## src/rtl/class_score_scheduler.sv

```systemverilog
// class_score_scheduler: per-word naive-Bayes scoring sequencer.
// Time-multiplexes one log-likelihood table read port across all classes,
// keeps a saturating signed score per class and runs a sequential argmax
// at end of message.
module class_score_scheduler #(
  parameter int AMOUNT_CLASS  = 4,
  parameter int WIDTH_FIFO_RX = 8,
  parameter int WIDTH_LOG_W   = 16,
  parameter int WIDTH_LOG_D   = 16,
  parameter int WIDTH_LOG_V   = 16,
  parameter int WIDTH_ACC     = 24
) (
  input  logic                                  clk,
  input  logic                                  rst,
  input  logic                                  start,
  input  logic                                  enable,
  input  logic [WIDTH_FIFO_RX-1:0]              word,
  input  logic                                  last,
  output logic                                  ready,
  output logic                                  w_rd,
  output logic [WIDTH_FIFO_RX-1:0]              w_addr,
  output logic [$clog2(AMOUNT_CLASS)-1:0]       w_class,
  input  logic [WIDTH_LOG_W-1:0]                w_data,
  input  logic [WIDTH_LOG_D*AMOUNT_CLASS-1:0]   log_D,
  input  logic [WIDTH_LOG_V*AMOUNT_CLASS-1:0]   log_V,
  output logic [$clog2(AMOUNT_CLASS):0]         class_win,
  output logic                                  done,
  output logic                                  overflow
);

  localparam int CW = $clog2(AMOUNT_CLASS);

  localparam logic [2:0] S_IDLE      = 3'd0;
  localparam logic [2:0] S_LOAD      = 3'd1;
  localparam logic [2:0] S_WAIT_WORD = 3'd2;
  localparam logic [2:0] S_ISSUE     = 3'd3;
  localparam logic [2:0] S_DRAIN     = 3'd4;
  localparam logic [2:0] S_ARGMAX    = 3'd5;
  localparam logic [2:0] S_DONE      = 3'd6;

  localparam logic [CW-1:0] K_LAST = CW'(AMOUNT_CLASS - 1);

  logic [2:0]                     state;
  logic [CW-1:0]                  k;
  logic [WIDTH_FIFO_RX-1:0]       word_q;
  logic                           word_seen;
  logic                           last_pend;
  logic                           overflow_q;
  logic                           rd_q;
  logic [CW-1:0]                  cls_q;
  logic signed [WIDTH_ACC-1:0]    acc [AMOUNT_CLASS];
  logic signed [WIDTH_ACC-1:0]    best;
  logic [CW-1:0]                  best_idx;
  logic [CW:0]                    win_q;

  logic signed [WIDTH_ACC-1:0]    acc_cur;
  logic [WIDTH_LOG_V-1:0]         logv_cur;
  logic [WIDTH_ACC:0]             sum_ext;
  logic signed [WIDTH_ACC-1:0]    acc_sat;
  logic signed [WIDTH_ACC-1:0]    acc_k;
  logic                           take;
  logic [CW-1:0]                  cand_idx;
  logic                           in_busy;

  // Outputs decoded from state and registers
  always_comb begin
    ready     = (state == S_WAIT_WORD);
    w_rd      = (state == S_ISSUE);
    w_addr    = (state == S_ISSUE) ? word_q : '0;
    w_class   = (state == S_ISSUE) ? k : '0;
    done      = (state == S_DONE);
    overflow  = overflow_q;
    class_win = win_q;
    in_busy   = (state != S_IDLE) && (state != S_WAIT_WORD);
  end

  // Select the accumulator and normaliser for the class whose data returns now
  always_comb begin
    acc_cur  = '0;
    logv_cur = '0;
    for (int unsigned c = 0; c < AMOUNT_CLASS; c++) begin
      if (cls_q == CW'(c)) begin
        acc_cur  = acc[c];
        logv_cur = log_V[c*WIDTH_LOG_V +: WIDTH_LOG_V];
      end
    end
  end

  // One guard bit of headroom, then clamp to the signed accumulator range
  always_comb begin
    sum_ext = {acc_cur[WIDTH_ACC-1], acc_cur}
            + {{(WIDTH_ACC+1-WIDTH_LOG_W){w_data[WIDTH_LOG_W-1]}}, w_data}
            - {{(WIDTH_ACC+1-WIDTH_LOG_V){logv_cur[WIDTH_LOG_V-1]}}, logv_cur};
    if (sum_ext[WIDTH_ACC] != sum_ext[WIDTH_ACC-1]) begin
      acc_sat = sum_ext[WIDTH_ACC] ? {1'b1, {(WIDTH_ACC-1){1'b0}}}
                                   : {1'b0, {(WIDTH_ACC-1){1'b1}}};
    end else begin
      acc_sat = sum_ext[WIDTH_ACC-1:0];
    end
  end

  // Argmax step: first class seeds best, later ones must be strictly greater
  always_comb begin
    acc_k = '0;
    for (int unsigned c = 0; c < AMOUNT_CLASS; c++) begin
      if (k == CW'(c)) acc_k = acc[c];
    end
    take     = (k == '0) || (acc_k > best);
    cand_idx = take ? k : best_idx;
  end

  // Sequencer, score accumulation and result register
  always_ff @(posedge clk) begin
    if (rst) begin
      state      <= S_IDLE;
      k          <= '0;
      word_q     <= '0;
      word_seen  <= 1'b0;
      last_pend  <= 1'b0;
      overflow_q <= 1'b0;
      rd_q       <= 1'b0;
      cls_q      <= '0;
      best       <= '0;
      best_idx   <= '0;
      win_q      <= '0;
      for (int unsigned c = 0; c < AMOUNT_CLASS; c++) acc[c] <= '0;
    end else if (start) begin
      // Restart discards any read still in flight
      state <= S_LOAD;
      k     <= '0;
      rd_q  <= 1'b0;
    end else begin
      rd_q  <= (state == S_ISSUE);
      cls_q <= k;
      if (rd_q) acc[cls_q] <= acc_sat;

      case (state)
        S_IDLE: ;
        S_LOAD: begin
          for (int unsigned c = 0; c < AMOUNT_CLASS; c++) begin
            acc[c] <= {{(WIDTH_ACC-WIDTH_LOG_D){log_D[c*WIDTH_LOG_D+WIDTH_LOG_D-1]}},
                       log_D[c*WIDTH_LOG_D +: WIDTH_LOG_D]};
          end
          word_seen  <= 1'b0;
          last_pend  <= 1'b0;
          overflow_q <= 1'b0;
          state      <= S_WAIT_WORD;
        end
        S_WAIT_WORD: begin
          if (enable) begin
            word_q    <= word;
            word_seen <= 1'b1;
            k         <= '0;
            state     <= S_ISSUE;
            if (last) last_pend <= 1'b1;
          end else if (last || last_pend) begin
            k     <= '0;
            state <= S_ARGMAX;
          end
        end
        S_ISSUE: begin
          if (k == K_LAST) begin
            k     <= '0;
            state <= S_DRAIN;
          end else begin
            k <= k + 1'b1;
          end
        end
        S_DRAIN: state <= S_WAIT_WORD;
        S_ARGMAX: begin
          if (take) begin
            best     <= acc_k;
            best_idx <= k;
          end
          if (k == K_LAST) begin
            win_q <= word_seen ? {1'b0, cand_idx} : {1'b1, {CW{1'b0}}};
            k     <= '0;
            state <= S_DONE;
          end else begin
            k <= k + 1'b1;
          end
        end
        S_DONE:  state <= S_IDLE;
        default: state <= S_IDLE;
      endcase

      // Placed after the case so a late last/enable wins over the LOAD clear
      if (last && in_busy)   last_pend  <= 1'b1;
      if (enable && in_busy) overflow_q <= 1'b1;
    end
  end

endmodule

```

## config.mk

```make
export PLATFORM = sky130hd
export DESIGN_NAME = class_score_scheduler
export DESIGN_NICKNAME = d
export VERILOG_FILES = /design/src/rtl/class_score_scheduler.sv
export SDC_FILE = /design/constraint.sdc
export NUM_CORES = 1
export LEC_CHECK = 0
export CAP_MARGIN = 10
export CORE_ASPECT_RATIO = 0.7
export CORE_MARGIN = 1.5
export CORE_UTILIZATION = 49
export DETAILED_ROUTE_END_ITERATION = 10
export HOLD_SLACK_MARGIN = 0.05
export PLACE_DENSITY = 0.78
export SKIP_CTS_REPAIR_TIMING = 1
export SYNTH_ARGS = -nofsm -noshare
export SYNTH_HDL_FRONTEND = slang
export SYNTH_SLANG_ARGS = --single-unit
```

## constraint.sdc

```tcl
create_clock -name clk -period 5 [get_ports clk]
set_clock_uncertainty 0.2 [all_clocks]
set_input_delay 1.25 -clock clk [delete_from_list [all_inputs] [get_ports clk]]
set_output_delay 1.25 -clock clk [all_outputs]
set_load 0.05 [all_outputs]
```

### After elaboration in Yosys (flattened, before gate mapping)

Memories as Yosys holds them, arrays and structs flattened.
Cells that the tools add are included.

| word-level totals | value |
|---|---|
| register bits after elaboration | 48 |
| memory bits (writable) | 96 |
| input bits | 157 |
| output and inout bits | 17 |
| logic and storage cells | 143 |
| memories kept | 1 |

| cells by class | value |
|---|---|
| $add $sub $neg | 3 |
| magnitude comparators | 1 |
| equality and inequality tests | 28 |
| muxes and demuxes | 53 |
| bitwise logic cells | 18 |
| reductions and logical operators | 27 |

Memories:

| name | depth | bits a word | rd ports | clocked after Yosys merged registers in | write ports | line | source |
|---|---|---|---|---|---|---|---|
| acc | 4 | 24 | 4 | 0 | 4 | 51 | `logic signed [WIDTH_ACC-1:0] acc [AMOUNT_CLASS];` |

Operator list:

| cell | number |
|---|---|
| $mux W24 | 15 |
| $mux W16 | 4 |
| $add A24 B16 Y25 | 1 |
| $sub A25 B25 Y25 | 1 |
| $gt A24 B24 Y1 | 1 |
| $reduce_or A24 Y1 | 1 |
| $mux W1 | 18 |
| $eq A2 B2 Y1 const B | 8 |
| $mux W3 | 5 |
| $ne A3 B2 Y1 const B | 5 |
| $pmux W3 S5 | 1 |
| $mux W2 | 6 |
| $reduce_and A3 Y1 | 4 |
| $reduce_and A4 Y1 | 3 |
| $eq A3 B3 Y1 const B | 3 |
| $and A1 B1 Y1 | 8 |
| $mux W8 | 1 |
| $eq A3 B2 Y1 const B | 2 |
| $ne A2 B2 Y1 const B | 3 |
| $not A1 Y1 | 6 |
| $reduce_and A2 Y1 | 3 |
| $reduce_bool A2 Y1 | 3 |
| $reduce_bool A3 Y1 | 2 |
| $reduce_or A2 Y1 | 3 |
| other kinds (14) | 23 |

### Depth between registers and ports, before layout

| depth | value |
|---|---|
| depth after elaboration | 13 |
| gate-level depth with buffers | 22 |
| gate-level depth less buffers | 19 |

### Worst setup path after synthesis

OpenSTA, ideal clock, no wires.

| path | value |
|---|---|
| kind | register -> register |
| start | register cls_q[0] |
| end | memory acc[3][15] (data pin) |
| library setup time | 0.277 ns |
| data arrival time | 4.838 ns |
| required time | 4.523 ns |
| setup slack | -0.315 ns |
| stages on the path, launching flop included | 16 |
| buffers on the path | 3 |
| clock period less this slack | 5.315 ns |
| cells stage by stage | dfxtp_1 -> clkbuf_1 -> buf_1 -> mux4_2 -> fa_1 -> inv_1 -> fa_1 -> nand2b_1 -> a2111oi_2 -> o21ai_1 -> a21o_1 -> a311oi_2 -> nand3_1 -> nand3b_1 -> clkbuf_1 -> o21ai_0 |

RTL lines:

| what | line | source |
|---|---|---|
| start: declaration | 50 | `logic [CW-1:0] cls_q;` |
| start signal: assignment | 134 | `cls_q <= k;` |
| end: declaration | 51 |  |

==> results_dict.tcl <==
set metrics [dict create \
    syn_avg_cell_area_um2 9.24 \
    setup_ws_ns -0.185 \
    place_congestion 0.911 \
    initial_core_util 0.508 \
    irDropWorstVdd_mv 0.204 \
    startpoint_type "primary input" \
    tns_ns -1.25 \
    slowest_stage "fa_1" \
    vias 10500 \
    n_antenna_cell 0 \
    tightest_slew_ns 0.855 \
    min_period_over_period 1.04 \
    clk_latency_ns 0.45 \
    drtPass1Iterations 5 \
    syn2layout_area_growth_pct 45.6 \
    grt_max_degree 49 \
    synthArstFlopShare 0 \
    dp_slack_ns -0.986 \
    synth.lib_cells_used.distinct 56 \
    dpl-instance-area_um2 13300 \
    violations "negative setup slack" \
    vias_per_cell 6.32 \
    avgRoutedWirePerCell_um 23.0 \
    overflow 0 \
    hold_path_startpoint "overflow" \
    clockBufferDepth 2 \
    cpMostUsedCell "a211oi_2" \
    synth_seq_cells 144 \
    rsz0062_at_grt "true" \
    hold_end "overflow" \
    io_buffers 173 \
    drv_slew 0 \
    max-cap-violations 0 \
    worstPathMaxFanout 6 \
    worst-path-buf-inv 4 \
    dp_hpwl_um 25400 \
    ys_seq_area_frac 0.376 \
    syn_area_um2 10200 \
    p_per_area_nw_per_um2 285 \
    reg2reg_setup_slack_ns -0.06 \
    p_total_w 0.00424 \
    cts_tree "built" \
    grt_pass1_wl_um 52900 \
    end_kind "register" \
    fin_nets 1617 \
    worstPathArrival_ns 5.21 \
    cts_root_buffer "clkbuf_16" \
    min_path_type "register to register" \
    io-pin-count 174 \
    outcome "finished with violations" \
    setup_viol 45 \
    cp.depth 15 \
    reg2reg_from "cls_q[1]" \
    min_delay_path_depth 2 \
    rr_worst_depth 13 \
    final_cell_area_um2 14900 \
    drc 0 \
    syn_nets 1341 \
    dieArea_um2 21800 \
    grt_pass1_vias 9880 \
    multi_input_area_um2 6530 \
    max_stage_delay_ns 0.45 \
    critical_path.cell_chain "clkdlybuf4s50_1 > mux4_2 > inv_1 > fa_1 > ha_4 > a211oi_2 > o21ai_2 > a211oi_4 > a211oi_2 > a311oi_4 > buf_12 > a21oi_4 > nand3b_1 > buf_6 > o21ai_0" \
    drive_above_1_share 0.250 \
    cts_made_buffers 17 \
    synthCells 1107 \
    cp_top_family "compound AO/OA/AOI/OAI gates" \
    regArea_um2 3850 \
    routed_wl_um 38300 \
    grt_use_total 0.322 \
    clk_pin_slew_ns 0.06 \
    rr_endpoint "acc[3][13]" \
    antenna_found_initial 0 \
    rows 43 \
    hold_viol 0 \
    drtIter0Drc 1292 \
    antenna_left 0 \
    cts.sinks 144 \
    setup.worst_path.class "primary input to register" \
    max-slew-margin-rel 0.429 \
    cellLeakagePower_nw 6.24 \
    ys.flop_type "edfxtp_1" \
    htree_num_levels 4 \
    die_x_um 176 \
    synth_edf_count 96 \
    core_area_um2 20100 \
    die_y_um 124 \
    fill_cells 1309 \
    layout_min_cycle_time_ns 5.19 \
    hold_ws_ns 0.279 \
    yosysWarnings 0 \
    required_ns 5.03 \
    max_freq_ghz 0.193 \
]
==> power by group <==
part	leakage [nW]	internal, W	switching, W
Combinational	4.57	0.000751	0.000857
Clock	0.270	0.000734	0.000543
Sequential	1.40	0.00132	0.0000312
Total	6.24	0.00281	0.00143
==> cell usage in the layout, fill, tap and decap left out, types with 20 or more instances in the layout <==
cell / count
ha_1: 29
o21ai_2: 23
clkdlybuf4s50_1: 125
inv_1: 78
a211oi_1: 27
buf_4: 121
nand2_1: 50
a21oi_1: 165
dfxtp_1: 46
edfxtp_1: 96
ha_4: 23
nor2_1: 135
o21ai_0: 35
mux4_2: 40
dlymetal6s2s_1: 44
fa_1: 20
o21ai_1: 49
==> final cells by class <==
type                            instances  share of cell area
Inverter                               93              0.0237
Timing Repair Buffer                  326               0.218
Tap cell                              270              0.0227
Sequential cell                       144               0.258
Clock buffer                           19              0.0291
Clock inverter                         13             0.00907
Multi-Input combinational cell        801               0.439
==> synthesized netlist by cell type (3+ instances only) <==
cell type  instances  area share
nor2_1           137       0.050
a31oi_1            4      0.0024
o22ai_1            3      0.0018
nand3b_1           5      0.0037
nand4_1            6      0.0037
xor2_1             8      0.0069
o21ai_1           41       0.020
inv_1             93       0.034
nand2b_1           6      0.0037
a21o_1            18       0.013
nand3_1           11      0.0054
buf_1             12      0.0044
a211oi_1          36       0.026
ha_1              53       0.065
o21a_1             5      0.0037
mux4_2            40       0.088
clkbuf_1          51       0.019
xnor2_1           12       0.010
and2_1             6      0.0037
buf_2              7      0.0034
mux2i_1           16       0.016
and3_1            16      0.0098
o211ai_1           6      0.0044
a21oi_1          176       0.086
or2_2              4      0.0024
nor3_1             8      0.0039
nor2b_1            4      0.0024
o21ai_0           70       0.034
dfxtp_1           48       0.094
fa_1              24       0.047
nand2_1           50       0.018
edfxtp_1          96        0.28
==> per-stage QoR <==
step	std cells	utilization
finish	1666	0.740
detailed placement	1607	0.662
floorplan	1107	-
CTS	1639	0.690
global route	1666	0.740
global placement	1607	0.662
==> state kept, by name (all words and copies together), names as in the netlist <==
name / count
k: 2
word_q: 8
overflow: 1
state: 3
best_idx: 2
rd_q: 1
class_win: 3
word_seen: 1
cls_q: 2
last_pend: 1
acc: 96
best: 24
==> worst max-delay path by stage <==
stage	startpoint	end	slack, ns
floorplan	log_V[53]	acc[1][16]	-0.05
global placement	log_V[49]	acc[1][0]	-0.84
detailed placement	log_V[47]	acc[1][2]	-0.99
CTS	log_V[47]	acc[1][2]	-0.55
global route	log_V[53]	acc[3][13]	-0.17
finish	log_V[29]	acc[3][13]	-0.19
==> layer usage <==
| layer | GRT usage | wire length, um | vias up |
|---|---|---|---|
| met2 | 0.515 | 17700 | 820 |
| li1 | - | - | 4586 |
| met3 | 0.0922 | 5070 | 155 |
| met1 | 0.423 | 14100 | 4972 |
| met4 | 0.113 | 1450 | 0 |
| met5 | 0 | 0 | - |
==> logic make-up (layout without fill, tap and decap cells) <==
group | after synthesis | after routing | share of synthesized area
multiplexers | 56 | 56 | 0.104
adder cells (fa/ha/maj) | 77 | 77 | 0.112
AND/OR/NAND/NOR | 263 | 264 | 0.115
AO/OA/AOI/OAI | 384 | 384 | 0.216
XOR/XNOR | 20 | 20 | 0.0171
buffers and inverters | 163 | 451 | 0.0607
flip-flops | 144 | 144 | 0.376
==> worst reg2reg max path: stages (launching register included) <==
cell	delay [ns]
dfxtp_2	0.57
buf_4	0.28
mux4_2	0.37
fa_1	0.51
ha_1	0.33
o21a_1	0.19
o211ai_1	0.32
a211oi_4	0.12
or4_4	0.52
a211oi_4	0.41
a21oi_4	0.14
nand3b_1	0.32
buf_6	0.22
o21ai_0	0.32
No activity file was read; power rests on OpenSTA's default activity.
